## src/rtl/icache_axi_dm.sv

```systemverilog
// Direct-mapped read-only instruction cache with AXI4 INCR-burst line refill.
// Hits are combinational; misses stall IF until the whole line has been fetched.
module icache_axi_dm #(
    parameter int NUM_LINES  = 16,
    parameter int LINE_WORDS = 4
) (
    input  logic        clk,
    input  logic        rst,
    input  logic [31:0] addr,
    output logic [31:0] inst,
    output logic        stall_out,
    input  logic        flush,
    output logic        fetch_err,
    output logic [31:0] hit_count,
    output logic [31:0] miss_count,
    output logic [31:0] m_axi_araddr,
    output logic [7:0]  m_axi_arlen,
    output logic [2:0]  m_axi_arsize,
    output logic [1:0]  m_axi_arburst,
    output logic        m_axi_arvalid,
    input  logic        m_axi_arready,
    input  logic [31:0] m_axi_rdata,
    input  logic [1:0]  m_axi_rresp,
    input  logic        m_axi_rvalid,
    output logic        m_axi_rready
);

    localparam int OFF_W   = $clog2(LINE_WORDS);
    localparam int IDX_W   = $clog2(NUM_LINES);
    localparam int TAG_W   = 30 - OFF_W - IDX_W;
    localparam int CNT_W   = (OFF_W > 0) ? OFF_W : 1;
    localparam int ENTRIES = NUM_LINES * LINE_WORDS;
    localparam int FLAT_W  = $clog2(ENTRIES);

    typedef enum logic [1:0] {
        S_IDLE,
        S_AR,
        S_R
    } state_t;

    state_t              r_state;
    state_t              w_state_next;

    logic [NUM_LINES-1:0] r_valid;
    logic [TAG_W-1:0]     r_tag  [NUM_LINES];
    logic [31:0]          r_data [ENTRIES];

    logic [31:0]          r_araddr;
    logic [IDX_W-1:0]     r_line;
    logic [CNT_W-1:0]     r_cnt;
    logic                 r_err;
    logic                 r_flush_pend;
    logic                 r_fetch_err;
    logic [31:0]          r_hit_count;
    logic [31:0]          r_miss_count;

    logic [IDX_W-1:0]     w_idx;
    logic [CNT_W-1:0]     w_off;
    logic [TAG_W-1:0]     w_tag;
    logic [FLAT_W-1:0]    w_rd_ptr;
    logic [FLAT_W-1:0]    w_wr_ptr;
    logic                 w_hit;
    logic                 w_start;
    logic                 w_beat;
    logic                 w_last;
    logic                 w_err_final;
    logic                 w_flush_final;

    // Offset width may be zero for single-word lines, so fields are extracted by shifting.
    assign w_idx    = IDX_W'(addr >> (2 + OFF_W));
    assign w_off    = (LINE_WORDS > 1) ? CNT_W'(addr >> 2) : '0;
    assign w_tag    = TAG_W'(addr >> (2 + OFF_W + IDX_W));
    assign w_rd_ptr = FLAT_W'(int'(w_idx) * LINE_WORDS + int'(w_off));
    assign w_wr_ptr = FLAT_W'(int'(r_line) * LINE_WORDS + int'(r_cnt));

    assign w_hit     = r_valid[w_idx] && (r_tag[w_idx] == w_tag);
    assign inst      = w_hit ? r_data[w_rd_ptr] : '0;
    assign stall_out = !w_hit;

    assign w_err_final   = r_err | (m_axi_rresp != 2'b00);
    assign w_flush_final = r_flush_pend | flush;

    assign m_axi_araddr  = r_araddr;
    assign m_axi_arlen   = 8'(LINE_WORDS - 1);
    assign m_axi_arsize  = 3'b010;
    assign m_axi_arburst = 2'b01;
    assign fetch_err     = r_fetch_err;
    assign hit_count     = r_hit_count;
    assign miss_count    = r_miss_count;

    always_ff @(posedge clk) begin
        if (rst) begin
            r_state <= S_IDLE;
        end else begin
            r_state <= w_state_next;
        end
    end

    always_comb begin
        w_state_next  = r_state;
        m_axi_arvalid = 1'b0;
        m_axi_rready  = 1'b0;
        w_start       = 1'b0;
        w_beat        = 1'b0;
        w_last        = 1'b0;
        case (r_state)
            S_IDLE: begin
                if (!w_hit && !flush) begin
                    w_start      = 1'b1;
                    w_state_next = S_AR;
                end
            end
            S_AR: begin
                m_axi_arvalid = 1'b1;
                if (m_axi_arready) begin
                    w_state_next = S_R;
                end
            end
            S_R: begin
                m_axi_rready = 1'b1;
                if (m_axi_rvalid) begin
                    w_beat = 1'b1;
                    if (r_cnt == CNT_W'(LINE_WORDS - 1)) begin
                        w_last       = 1'b1;
                        w_state_next = S_IDLE;
                    end
                end
            end
            default: w_state_next = S_IDLE;
        endcase
    end

    always_ff @(posedge clk) begin
        if (rst) begin
            r_araddr     <= '0;
            r_line       <= '0;
            r_cnt        <= '0;
            r_err        <= 1'b0;
            r_flush_pend <= 1'b0;
            r_fetch_err  <= 1'b0;
            r_hit_count  <= '0;
            r_miss_count <= '0;
        end else begin
            r_fetch_err <= w_last && w_err_final;
            if (w_hit) begin
                r_hit_count <= r_hit_count + 32'd1;
            end
            if (w_start) begin
                r_miss_count <= r_miss_count + 32'd1;
                r_araddr     <= addr & ~32'(LINE_WORDS * 4 - 1);
                r_line       <= w_idx;
                r_err        <= 1'b0;
                r_flush_pend <= 1'b0;
            end
            if (r_state == S_AR && m_axi_arready) begin
                r_cnt <= '0;
            end
            if (w_beat) begin
                r_cnt <= r_cnt + CNT_W'(1);
                r_err <= w_err_final;
            end
            if (r_state != S_IDLE && flush) begin
                r_flush_pend <= 1'b1;
            end
            if (w_last) begin
                r_err        <= 1'b0;
                r_flush_pend <= 1'b0;
            end
        end
    end

    // A completing refill sees flushes from earlier cycles and from this one.
    always_ff @(posedge clk) begin
        if (rst) begin
            r_valid <= '0;
        end else begin
            if (r_state == S_IDLE && flush) begin
                r_valid <= '0;
            end else if (w_start) begin
                r_valid[w_idx] <= 1'b0;
            end
            if (w_last) begin
                if (w_flush_final) begin
                    r_valid <= '0;
                end else if (!w_err_final) begin
                    r_valid[r_line] <= 1'b1;
                end
            end
        end
    end

    always_ff @(posedge clk) begin
        if (w_start) begin
            r_tag[w_idx] <= w_tag;
        end
        if (w_beat) begin
            r_data[w_wr_ptr] <= m_axi_rdata;
        end
    end

endmodule

```

## config.mk

```make
export PLATFORM = sky130hd
export DESIGN_NAME = icache_axi_dm
export DESIGN_NICKNAME = d
export VERILOG_FILES = /design/src/rtl/icache_axi_dm.sv
export SDC_FILE = /design/constraint.sdc
export NUM_CORES = 2
export LEC_CHECK = 0
export CORE_ASPECT_RATIO = 0.75
export CORE_UTILIZATION = 36
export DETAILED_ROUTE_END_ITERATION = 6
export GPL_TIMING_DRIVEN = 0
export PLACE_DENSITY_LB_ADDON = 0.12
export SYNTH_ARGS = -nofsm -noshare
export SYNTH_HDL_FRONTEND = slang
export SYNTH_SLANG_ARGS = --single-unit
```

## constraint.sdc

```tcl
create_clock -name clk -period 11.65 [get_ports clk]
set_input_delay 2.33 -clock clk [delete_from_list [all_inputs] [get_ports clk]]
set_output_delay 2.33 -clock clk [all_outputs]
set_load 0.005 [all_outputs]
```

Word-level counts from Yosys, hierarchy flattened
Memories as Yosys holds them, arrays and structs flattened.
Index checks and enable logic that the tools add are counted.
Widths: inputs -> output; s select.

cells by class
  bitwise logic cells = 5
  magnitude comparators = 4
  reductions and logical operators = 18
  equal/unequal tests = 8
  add/subtract/negate cells = 5
  multiplexer cells = 36

operators with widths
  kind                   number
  $mux 16                6
  $add 32x1->32 const B  2
  $mux 32                1
  $eq 24x24->1           1
  $mux 1                 19
  $and 16x16->16         1
  $not 16->16            1
  $or 16x16->16          1
  $add 6x2->6            2
  $mux 2                 6
  $lt 4x5->1 const B     2
  $reduce_bool 2->1      5
  $demux 1 s4            2
  $ge 4x1->1 const B     2
  $logic_and 1x1->1      8
  $ne 2x2->1 const B     4
  $pmux 2 s3             1
  $bmux 1 s4             1
  $eq 2x2->1 const B     2
  $reduce_and 4->1       1
  $add 2x1->2 const B    1
  $eq 2x1->1 const B     1
  $logic_not 1->1        2
  $logic_not 2->1        1
  2 further kinds        3

storage, ports and cells
  output and inout port bits = 145
  register bits = 119
  input port bits = 71
  memories kept = 2
  logic and storage cells = 88
  RAM bits = 2432

memories
  memory  words  width  read ports  clocked after Yosys merged registers in  write ports  RTL line  source
  r_data  64     32     1           0                                        1            46        logic [31:0] r_data [ENTRIES];
  r_tag   16     24     1           0                                        1            45        logic [TAG_W-1:0] r_tag [NUM_LINES];

Depth between registers and ports, before layout
  depth in word-level cells = 14
  depth in mapped cells = 18
  gate-level depth less buffers = 10

Least setup slack after synthesis
No wires, ideal clock.

  path kind = in2out
  from = input addr[5]
  to = output inst[18]
  data arrival time = 5271 ps
  stages on the path = 15
  slack = 4049 ps
  required time = 9320 ps
  path through = buf_6 buf_12 buf_8 mux2_1 a2111o_1 o21ai_0 a31oi_1 or4b_1 and3b_1 buf_4 inv_2 buf_6 buf_2 buf_1 a211oi_1

on the way
  cells in the longest elaborated chain, start to end = 4
  elaborated cells on any way between the ends = 8
  those cells by class = 1 x add/sub; 1 x eq/ne; 3 x mux; 1 x reduce/logical; 2 x memory

ends and longest elaborated chain
  item                                                   RTL line  source
  start, declared                                        9         input logic [31:0] addr,
  branches (longest 3 deep; another with $mem_v2 64x32)  --
  $mux 32 (*)                                            77        assign inst = w_hit ? r_data[w_rd_ptr] : '0;
  end, declared                                          10        output logic [31:0] inst,

Mark *: on every way between the ends. The select of a mux whose other input is x is not followed.

Worst setup path in the final report
  from = input addr[6]
  to = output inst[31]

Same word-level chain as after synthesis.

==> summary.md <==
| Metric | Value |
|---|---|
| Final period util | about 100% |
| CTS Buf Count | 249 |
| Setup WS pre-CTS | -0.620 ns |
| First-pass GRT wire length | 469,000 um |
| Failing checks | max-capacitance violations, max-slew violations |
| Max Cap Viol | 2 |
| Synth-to-Final Area Change | 19.3% |
| Gate power share | 5.4% |
| Core Area | approximately 0.27 mm2 |
| CP Max Fanout | 10 |
| Clk slew on worst S/H paths | ~0.060 ns |
| Longest Clk Path Bufs | 4 |
| TNS Setup | 0 ns |
| Final wirelength | ~360,000 um |
| Htree depth | 4 |
| Die Wd | 604 um |
| Sw power | 0.00424 W |
| Top_reg_cell synth | edfxtp_1 |
| Int Pwr | 0.0147 W |
| Syn Inst Count | 4,548 |
| Pin count of the biggest net entering global routing | 65 |
| Ports | roughly 220 |
| Vias | about 53,000 |
| Crit path required time | 9.32 ns |
| Switching Share | 22.3% |
| # DRC | 0 |
| Clock share of power | 41.6% |
| Clock sinks | 2,547 |
| Maximum vdd ir drop | 0.000135 V |
| Initial Util | 36.2% |
| Crit path arrival time | 9.29 ns |
| Status | finished, violations left |
| FP Rows | 165 |
| WL per Instance | 39.5 um |
| Crit path kind | in -> out |
| Final min period | 11.62 ns |
| Port Buffers | approximately 190 |
| Die Y | between 400 and 500 um |
| Worst setup margin | 0.0341 ns |
| Sequential fraction of the synthesis area | roughly 77% |
| Sequential share of power | 53.0% |
| Syn_area_per_cell | about 22 um2 |
| DR pass1 iterations | 7 |
| Max Slew Vio Count | 1 |
| Share of layout cells above drive strength 1 | 26.8% |
| GRT Total Usage | 25.7% |
| RSZ-0062 raised after global routing | false |
| Multi-input logic area | between 0.02 and 0.025 mm2 |
| Headroom to the max-slew limit | -0.600% |
| Half-perimeter wire length after placement | approximately 240,000 um |
| Worst-Skew Late Latency | 0.94 ns |
| Synth async-reset ratio | 0% |
| EDFF count, synth | around 2,400 |
| Worst-Margin Slew | 1.50 ns |
| Root Driver | clkbuf_16 |
| Synth warn | 0 |
| CTS tree | built |
| Layout Nets | approximately 5,300 |
| Leak pwr | 36.1 nW |
| Filler cell count | about 23,000 |
| Number of global-route vias before repair | 50,700 |
| Dpl cell area | 0.109 mm2 |
| Antenna violations before repair | 28 |
| Finished layout cell area | 0.117 mm2 |
| Synth unique cells | 67 |
| Worst hold path class | reg -> reg |
| Final Skew | 0.0570 ns |
| Via density | 5.91 |
| Post-layout util | 43.2% |
| Worst Setup End Kind | primary output |
| DIE AREA | 0.274 mm2 |
| GRT Residual Overflow | 0 |
| Final hold violations | 0 |
| Peak Freq | 0.0861 GHz |
| Setup Fix Bufs, Post-CTS | 0 |
| Routed Antenna Nets | 0 |
| PwrDens | 163 mW/mm2 |
| Final Wtd Congestion | 0.803 |
| DRT iter0 DRCs | about 8,400 |
| Type of origin of the critical path | input port |
| Final setup violation count | 0 |
| FF+latch count, synth | 2,547 |
| Synthesized area | 0.0978 mm2 |
| Storage element area | 0.0753 mm2 |
## worst max-delay path, cell delays in order
cell and delay, ns:
clkdlybuf4s50_1 0.48, clkbuf_1 0.60, clkinv_2 0.54, nor2_1 1.00, a22oi_1 0.27, o311ai_0 0.18
a211oi_1 0.08, or4b_1 0.42, and3b_1 0.31, buf_4 0.21, inv_2 0.14, buf_6 0.16
buf_2 0.39, buf_1 1.12, nor2_1 0.41, clkdlybuf4s50_1 0.56
## synthesized netlist by cell type, types with 7 or more instances
| master | n | area (um2) |
|---|---|---|
| edfxtp_1 | 2432 | 73000 |
| mux4_2 | 631 | 14200 |
| nor2_1 | 185 | 694 |
| o22ai_1 | 152 | 951 |
| mux2i_1 | 130 | 1300 |
| clkbuf_1 | 121 | 454 |
| dfxtp_1 | 115 | 2300 |
| nand2_1 | 108 | 405 |
| a21oi_1 | 53 | 265 |
| buf_1 | 51 | 191 |
| buf_2 | 48 | 240 |
| xnor2_1 | 34 | 298 |
| a211oi_1 | 32 | 240 |
| o31ai_1 | 30 | 225 |
| or4_1 | 30 | 225 |
| buf_4 | 29 | 218 |
| nor3_1 | 29 | 145 |
| o21ai_0 | 29 | 145 |
| nand3_1 | 28 | 140 |
| nor4_1 | 28 | 175 |
| mux2_2 | 23 | 259 |
| a22oi_1 | 19 | 143 |
| inv_1 | 19 | 71.3 |
| nand4_1 | 18 | 113 |
| nor2b_1 | 18 | 113 |
| xor2_1 | 13 | 114 |
| nand2b_1 | 11 | 68.8 |
| and2_1 | 10 | 62.6 |
| and3_1 | 8 | 50.1 |
| o211ai_1 | 7 | 52.6 |
| or3_1 | 7 | 43.8 |
## logic make-up (layout without fill, tap and decap cells)
logic type / after synthesis / in the layout / share of synthesized area [%]
xor gates and xnor gates: 47 / 47 / 0.421
DFF: 2547 / 2547 / 77.0
buffers and inverters: 280 / 1117 / 1.32
adders and majority gates: 3 / 3 / 0.0384
other: 2 / 23 / 0.00768
muxes: 785 / 785 / 16.1
AOI/OAI and AO/OA: 379 / 379 / 2.55
and+or+nand+nor: 505 / 505 / 2.49
## state kept, by name, indices dropped and copies added (netlist names)
| register | cells |
|---|---|
| r_valid | 16 |
| miss_count | 32 |
| r_err | 1 |
| r_flush_pend | 1 |
| hit_count | 32 |
| r_state | 2 |
| r_data | 2048 |
| r_tag | 384 |
| m_axi_araddr | 25 |
| r_cnt | 2 |
| r_line | 3 |
| fetch_err | 1 |
## worst paths after layout
kind,startpoint,endpoint,slack (ns),depth (start not counted)
setup / recovery,addr[6],inst[31],0.03,16
hold / removal,r_state[1],r_state[0],0.47,1
hold reg to reg,r_state[1],r_state[0],0.47,1
setup reg to reg,r_tag[5][6],r_tag[7][8],5.80,11
## placed cells by master (no fill, tap or decap), types with 39 or more instances in the layout
master,instances
clkinv_2,53
a21oi_1,53
buf_12,155
clkbuf_1,151
buf_2,90
clkinv_1,57
dfxtp_1,115
o22ai_1,152
clkdlybuf4s50_1,160
clkbuf_16,252
edfxtp_1,2432
mux4_2,631
nand2_1,107
nor2_4,80
mux2i_1,130
buf_1,39
nor2_1,102
## power groups by stage
| stage | sequential [W] | clock [W] | combinational, W |
|---|---|---|---|
| floorplan | 0.0103 | 0 | 0.000473 |
| global placement | 0.0103 | 0 | 0.000967 |
| detailed placement | 0.0103 | 0 | 0.00102 |
| CTS | 0.0101 | 0.00800 | 0.00102 |
| global route | 0.0100 | 0.00832 | 0.00107 |
| finish | 0.0101 | 0.00790 | 0.00103 |
## layer usage
metal | part of all wire [%] | routed length (um) | GRT usage (%) | up-vias
met2 | 44 | 155000 | 37.7 | 3041
met1 | 43 | 154000 | 38.2 | 29200
met5 | 0.010 | 36 | 0 | -
met4 | 2.8 | 9830 | 6.77 | 6
met3 | 10 | 36200 | 6.30 | 465
li1 | - | - | - | 20500
## timing repair
| action | in CTS | in global routing |
|---|---|---|
| endpoints found under the setup margin | 14 | 0 |
| gates resized for setup | 8 | 0 |
| hold buffers | 0 | 0 |
## through the flow
stage	power [W]	hold slack [ns]	std cells
floorplan	0.0107	0.425	4563
global placement	0.0112	0.440	8345
detailed placement	0.0113	0.452	8537
CTS	0.0191	0.469	8990
global route	0.0194	0.492	8990
finish	0.0190	0.469	8996
## cell type report
cell class | count | area share, %
Sequential cell | 2547 | 64.6
Multi-Input combinational cell | 1736 | 18.8
Tap cell | 3590 | 3.85
Timing Repair Buffer | 384 | 5.05
Clock buffer | 311 | 5.66
Inverter | 23 | 0.0751
Clock inverter | 142 | 0.951
Buffer | 257 | 1.07
Antenna cell | 6 | 0.0129
No activity file was read; power rests on OpenSTA's default activity.
